## config.mk

```make
export PLATFORM = sky130hd
export DESIGN_NAME = mem_access_seq
export DESIGN_NICKNAME = d
export VERILOG_FILES = /design/src/rtl/mem_seq_pkg.sv /design/src/rtl/mem_access_seq.sv
export SDC_FILE = /design/constraint.sdc
export NUM_CORES = 1
export LEC_CHECK = 0
export ABC_AREA = 1
export BUFFER_PORTS_ARGS = -buffer_cell sky130_fd_sc_hd__buf_4
export CAP_MARGIN = 20
export CORE_MARGIN = 4
export CORE_UTILIZATION = 40
export CTS_CLUSTER_DIAMETER = 100
export CTS_CLUSTER_SIZE = 24
export DETAILED_ROUTE_END_ITERATION = 8
export GPL_TIMING_DRIVEN = 0
export PLACE_DENSITY = 0.74
export SYNTH_ARGS = -nofsm -noshare
export SYNTH_HDL_FRONTEND = slang
export SYNTH_SLANG_ARGS = --single-unit
```

## constraint.sdc

```tcl
create_clock -name clk -period 2.63 [get_ports clk]
set_input_delay 0.526 -clock clk [delete_from_list [all_inputs] [get_ports clk]]
set_output_delay 0.526 -clock clk [all_outputs]
set_load 0.005 [all_outputs]
```

## src/rtl/mem_seq_pkg.sv

```systemverilog
// Shared encodings for the memory access sequencer: mux selector codes,
// grant owners, exception codes, data address sources and FSM states.
package mem_seq_pkg;

  typedef enum logic [2:0] {
    SEL_PC  = 3'b000,
    SEL_ALU = 3'b001,
    SEL_A   = 3'b010,
    SEL_B   = 3'b011,
    SEL_253 = 3'b100,
    SEL_254 = 3'b101,
    SEL_255 = 3'b110
  } mem_sel_e;

  typedef enum logic [1:0] {
    GNT_NONE  = 2'b00,
    GNT_FETCH = 2'b01,
    GNT_DATA  = 2'b10,
    GNT_EXC   = 2'b11
  } grant_e;

  typedef enum logic [1:0] {
    EXC_NONE   = 2'b00,
    EXC_BAD_OP = 2'b01,
    EXC_OVF    = 2'b10,
    EXC_DIV0   = 2'b11
  } exc_code_e;

  typedef enum logic [1:0] {
    SRC_ALU  = 2'b00,
    SRC_A    = 2'b01,
    SRC_B    = 2'b10,
    SRC_RSVD = 2'b11
  } data_src_e;

  typedef enum logic [1:0] {
    ST_IDLE   = 2'b00,
    ST_ACCESS = 2'b01,
    ST_DONE   = 2'b10
  } state_e;

  // The reserved source code falls back to ALUout.
  function automatic mem_sel_e data_sel(input logic [1:0] src);
    unique case (data_src_e'(src))
      SRC_A:   return SEL_A;
      SRC_B:   return SEL_B;
      default: return SEL_ALU;
    endcase
  endfunction

  function automatic mem_sel_e exc_sel(input logic [1:0] code);
    unique case (exc_code_e'(code))
      EXC_BAD_OP: return SEL_253;
      EXC_OVF:    return SEL_254;
      default:    return SEL_255;
    endcase
  endfunction

endpackage

```

## src/rtl/mem_access_seq.sv

```systemverilog
// Memory port sequencer: arbitrates fetch / data / exception-vector requests,
// owns the address-mux selector and write strobe, and pulses done on completion.
module mem_access_seq
  import mem_seq_pkg::*;
#(
  parameter int WAIT_CYCLES = 2
) (
  input  logic       clk,
  input  logic       reset,
  input  logic       fetch_req,
  input  logic       data_req,
  input  logic [1:0] data_src,
  input  logic       data_we,
  input  logic       exc_req,
  input  logic [1:0] exc_code,
  output logic [2:0] mem_sel,
  output logic       mem_wr,
  output logic [1:0] grant,
  output logic       busy,
  output logic       done,
  output logic       epc_wr,
  output logic       exc_pc_load
);

  localparam int CNT_W = $clog2(WAIT_CYCLES + 1);

  state_e     state_q, state_d;
  mem_sel_e   mem_sel_q, mem_sel_d;
  grant_e     grant_q, grant_d;
  logic       mem_wr_q, mem_wr_d;
  logic       busy_q, busy_d;
  logic       done_q, done_d;
  logic       epc_wr_q, epc_wr_d;
  logic       exc_pc_load_q, exc_pc_load_d;
  logic [CNT_W-1:0] wait_cnt_q, wait_cnt_d;

  always_comb begin
    // NOTE: every _d gets a default before the case so no path leaves one
    // unassigned, which would otherwise infer a latch.
    state_d       = state_q;
    mem_sel_d     = mem_sel_q;
    grant_d       = grant_q;
    mem_wr_d      = mem_wr_q;
    busy_d        = busy_q;
    done_d        = 1'b0;
    epc_wr_d      = 1'b0;
    exc_pc_load_d = 1'b0;
    wait_cnt_d    = wait_cnt_q;

    unique case (state_q)
      ST_IDLE: begin
        mem_sel_d  = SEL_PC;
        grant_d    = GNT_NONE;
        mem_wr_d   = 1'b0;
        busy_d     = 1'b0;
        wait_cnt_d = '0;
        // Fixed priority; an exception with code 00 is invisible to arbitration.
        if (exc_req && (exc_code != EXC_NONE)) begin
          grant_d    = GNT_EXC;
          mem_sel_d  = exc_sel(exc_code);
          epc_wr_d   = 1'b1;
          wait_cnt_d = CNT_W'(WAIT_CYCLES);
        end else if (data_req) begin
          grant_d    = GNT_DATA;
          mem_sel_d  = data_sel(data_src);
          mem_wr_d   = data_we;
          wait_cnt_d = data_we ? CNT_W'(1) : CNT_W'(WAIT_CYCLES);
        end else if (fetch_req) begin
          grant_d    = GNT_FETCH;
          mem_sel_d  = SEL_PC;
          wait_cnt_d = CNT_W'(WAIT_CYCLES);
        end
        if (grant_d != GNT_NONE) begin
          state_d = ST_ACCESS;
          busy_d  = 1'b1;
        end
      end

      ST_ACCESS: begin
        if (wait_cnt_q <= CNT_W'(1)) begin
          state_d       = ST_DONE;
          mem_wr_d      = 1'b0;
          done_d        = 1'b1;
          exc_pc_load_d = (grant_q == GNT_EXC);
          wait_cnt_d    = '0;
        end else begin
          wait_cnt_d = wait_cnt_q - CNT_W'(1);
        end
      end

      ST_DONE: begin
        state_d   = ST_IDLE;
        mem_sel_d = SEL_PC;
        grant_d   = GNT_NONE;
        mem_wr_d  = 1'b0;
        busy_d    = 1'b0;
      end

      default: begin
        state_d   = ST_IDLE;
        mem_sel_d = SEL_PC;
        grant_d   = GNT_NONE;
        mem_wr_d  = 1'b0;
        busy_d    = 1'b0;
      end
    endcase
  end

  // NOTE: state registers use non-blocking assignments so every flop samples
  // the pre-edge value of the others, independent of statement order.
  always_ff @(posedge clk) begin
    if (reset) begin
      state_q       <= ST_IDLE;
      mem_sel_q     <= SEL_PC;
      grant_q       <= GNT_NONE;
      mem_wr_q      <= 1'b0;
      busy_q        <= 1'b0;
      done_q        <= 1'b0;
      epc_wr_q      <= 1'b0;
      exc_pc_load_q <= 1'b0;
      wait_cnt_q    <= '0;
    end else begin
      state_q       <= state_d;
      mem_sel_q     <= mem_sel_d;
      grant_q       <= grant_d;
      mem_wr_q      <= mem_wr_d;
      busy_q        <= busy_d;
      done_q        <= done_d;
      epc_wr_q      <= epc_wr_d;
      exc_pc_load_q <= exc_pc_load_d;
      wait_cnt_q    <= wait_cnt_d;
    end
  end

  assign mem_sel     = mem_sel_q;
  assign mem_wr      = mem_wr_q;
  assign grant       = grant_q;
  assign busy        = busy_q;
  assign done        = done_q;
  assign epc_wr      = epc_wr_q;
  assign exc_pc_load = exc_pc_load_q;

  a_wr_only_in_access: assert property (@(posedge clk) disable iff (reset)
    mem_wr_q |-> (state_q == ST_ACCESS));

  a_done_single_cycle: assert property (@(posedge clk) disable iff (reset)
    done_q |=> !done_q);

endmodule

```

==> reports/qor.log <==
[run_status] status finished, final reports clean
[critical_path] Reg2Reg Capture Point mem_sel[0]$_SDFFE_PP0N_
[clock_network] clock root buffer master sky130_fd_sc_hd__clkbuf_4
[hold_path] hold path start reset
[die] core footprint 1520 um2
[critical_path] category of the worst setup path launch point register
[die] Die Width 48.2 um
[critical_path] highest-delay cell along the critical path sky130_fd_sc_hd__dfxtp_1
[yosys] count of unique library cells instantiated by Yosys 17
[sta] unrepaired setup endpoints after global routing no
[routing] average detailed-routed wire length per instance 9.98 um
[placement] Port-buffer cells 19
[clock_network] TritonCTS sink count 14
[sta] Final Max Slew Viols 0
[finish] share of final-layout standard cells stronger than drive strength 1 28.2%
[placement] dpl hpwl 1.00 mm
[yosys] most used flip-flop cell after synthesis sky130_fd_sc_hd__dfxtp_1
[power_and_ir_drop] worst ir drop on vdd 0.000258 V
[routing] number of vias after detailed routing 590
[power_and_ir_drop] leakage power summed over all cells 0.466 nW
[sta] share of the clock period used by the worst path 47.9%
[global_route] highest-utilization routing layer at the global route stage met2
[power_and_ir_drop] power density of the placed cells 601 nW/um2
[placement] gpl congestion 0.770
[global_route] via count of the first global-routing pass 529
[die] number of rows created at floorplan 14
[routing] Post-Route WL 1.26 mm
[global_route] met3 Resource Use GR 1.11%
[yosys] synthesized flop and latch total 14
[sta] Sum Neg Setup Slack 0 ns
[clock_network] number of setup buffers added after CTS 0
[yosys] area of the mapped netlist 647 um2
[yosys] proportion of register bits with asynchronous set or reset after synthesis 0%
[critical_path] Buffers & Inverters on Critical Path 1
[yosys] list of most frequent post-synthesis cells sky130_fd_sc_hd__nand2_1 (25), sky130_fd_sc_hd__inv_1 (16), sky130_fd_sc_hd__dfxtp_1 (14), sky130_fd_sc_hd__nand3_1 (7), sky130_fd_sc_hd__nor2_1 (7)
[yosys] synthesis warning total 0
[critical_path] critical path class reg -> out
[critical_path] number of cells traversed by the worst register-to-register path 5
[critical_path] Worst path max stage delay 0.34 ns
[routing] initial detailed-routing violation count 8
[global_route] met2 Track Usage GR 22.9%
[routing] routed via count divided by cell count 4.68
[power_and_ir_drop] total power of the final layout 508 uW
[clock_network] H-tree depth 1
[sta] worst relative slew slack 78.8%
[yosys] synthesized netlist net count 100
[critical_path] data required time of the critical path 2.10 ns
[critical_path] ordered list of cells on the worst path buf_4
[global_route] antenna violations before repair 0
[finish] fill count 152
[clock_network] later-pin clock latency in the skew report 0.28 ns
[die] effective utilization at floorplan 42.4%
[routing] first-pass detailed-route iteration total 4
[global_route] pin count of the biggest net entering global routing 9
[finish] count of antenna diodes in the layout 0
[sta] setup skew after layout 0.00463 ns
[global_route] GRT met1 Usage 16.0%
[die] total die area 2320 um2
[yosys] register area share after synthesis 43.3%
[critical_path] Worst EP arrival 0.73 ns
[clock_network] post-cts hold buffer count 0
[global_route] global route overflow 0
[yosys] number of synthesized flops with an enable pin 0
[yosys] top post-synthesis cells by area sky130_fd_sc_hd__dfxtp_1 (43%), sky130_fd_sc_hd__nand2_1 (15%), sky130_fd_sc_hd__inv_1 (9.3%), sky130_fd_sc_hd__ha_1 (5.8%), sky130_fd_sc_hd__nand3_1 (5.4%)
[run] max-cap viol count 0
[sta] Tightest Pin Transition 0.317 ns
[die] Die Ht 48.2 um
[finish] final net count 124
[finish] utilization of the core after routing 55.5%
[sta] number of hold violations in the final report 0
[sta] clock period minus worst slack 1.26 ns
[hold_path] instance count along the most critical hold path 2
[sta] # setup viols final 0
[finish] growth of design area from synthesis to finish 30.8%
[hold_path] Hold WC Path Type in -> reg
[clock_network] TritonCTS clock tree yes
[clock_network] number of buffers inserted during clock tree synthesis 3
[critical_path] crit end category output port
[routing] number of nets with antenna violations after detailed routing 0
[clock_network] CTS clock-pin slew for the worst setup and hold paths 0.09 ns
[clock_network] maximum clock path buffer count 2
[critical_path] critical path's top delay family flip-flops
[hold_path] hold endpoint mem_sel[1]$_SDFFE_PP0N_
[global_route] overall routing resource usage 13.1%
[sta] maximum clock rate 794 MHz
[clock_network] post_cts resized 0
[critical_path] Critical R2R Launch state_q[1]$_SDFFE_PP0P_
[critical_path] Critical Path Fanout Max 2
[yosys] cells after synthesis 87
[yosys] post-synth top area share 43.3%
[die] I/O pins 20
[critical_path] r2r setup slk 1.60 ns
[yosys] library cell with the highest instance count after synthesis sky130_fd_sc_hd__nand2_1
[routing] Remaining DRCs 0
[global_route] first-pass GRT wire length 2.18 mm
[yosys] cell accounting for the most synthesized area sky130_fd_sc_hd__dfxtp_1
[yosys] post-synthesis average cell area 7.44 um2
-- worst max-delay path by stage --
stage / from / to / cells past startpoint
3_3_place_gp: exc_code[0] / mem_sel[0]$_SDFFE_PP0N_ / 10
3_5_place_dp: exc_code[0] / mem_sel[0]$_SDFFE_PP0N_ / 10
4_1_cts: mem_wr$_SDFFE_PP0P_ / mem_wr / 1
5_1_grt: exc_code[0] / mem_sel[0]$_SDFFE_PP0N_ / 10
6_report: mem_wr$_SDFFE_PP0P_ / mem_wr / 1
2_1_floorplan: exc_code[0] / mem_sel[0]$_SDFFE_PP0N_ / 9
-- flip-flops by register name (all words and copies together), names as in the netlist --
signal / count
exc_pc_load: 1
epc_wr: 1
state_q: 2
wait_cnt_q: 2
mem_sel: 3
busy: 1
mem_wr: 1
done: 1
grant: 2
-- layer usage --
metal	wire length, um	vias up
met5	0	-
met4	28	0
met3	72	4
met2	607	16
met1	549	253
li1	-	317
-- stage by stage --
step / cell area [um2] / hold slack [ns] / cells / setup slack [ns]
final: 846 / 0.419 / 126 / 1.37
after global routing: 846 / 0.427 / 126 / 1.33
after CTS: 846 / 0.422 / 126 / 1.36
after detailed placement: 810 / 0.443 / 122 / 1.13
after global placement: 810 / 0.430 / 122 / 1.16
after floorplan: 647 / 0.442 / 87 / 1.34
-- layout by cell type, fill, tap and decap left out, types with 2 or more instances in the layout --
cell,n
sky130_fd_sc_hd__buf_4,19
sky130_fd_sc_hd__o21ai_0,2
sky130_fd_sc_hd__ha_1,3
sky130_fd_sc_hd__nor2_4,2
sky130_fd_sc_hd__o211ai_1,2
sky130_fd_sc_hd__dfxtp_1,14
sky130_fd_sc_hd__nor2_1,7
sky130_fd_sc_hd__nand2_1,25
sky130_fd_sc_hd__a21oi_1,2
sky130_fd_sc_hd__nand3_1,7
sky130_fd_sc_hd__inv_1,16
sky130_fd_sc_hd__clkbuf_4,3
-- cells by family (layout without fill, tap and decap cells) --
family | after synthesis | after routing | synth area share [%]
fa+ha+maj | 3 | 3 | 5.80
buf+inv | 17 | 40 | 9.86
flops | 14 | 14 | 43.3
simple gates | 47 | 47 | 35.6
compound gates | 6 | 6 | 5.42
-- power breakdown --
group / switching, mW / internal (mW) / leakage [nW]
clock network: 0.0701 / 0.0842 / 0.0210
registers: 0.0169 / 0.233 / 0.115
logic: 0.0548 / 0.0488 / 0.330
total: 0.142 / 0.366 / 0.466
-- final cells by class --
class | count | area, um2 | area share (%)
timing repair buffer | 19 | 143 | 16.9
sequential | 14 | 280 | 33.1
tap | 16 | 20.0 | 2.37
multi-input combinational | 56 | 303 | 35.8
inverter | 17 | 63.8 | 7.54
clock buffer | 4 | 36.3 | 4.29
No activity file was read; power rests on OpenSTA's default activity.
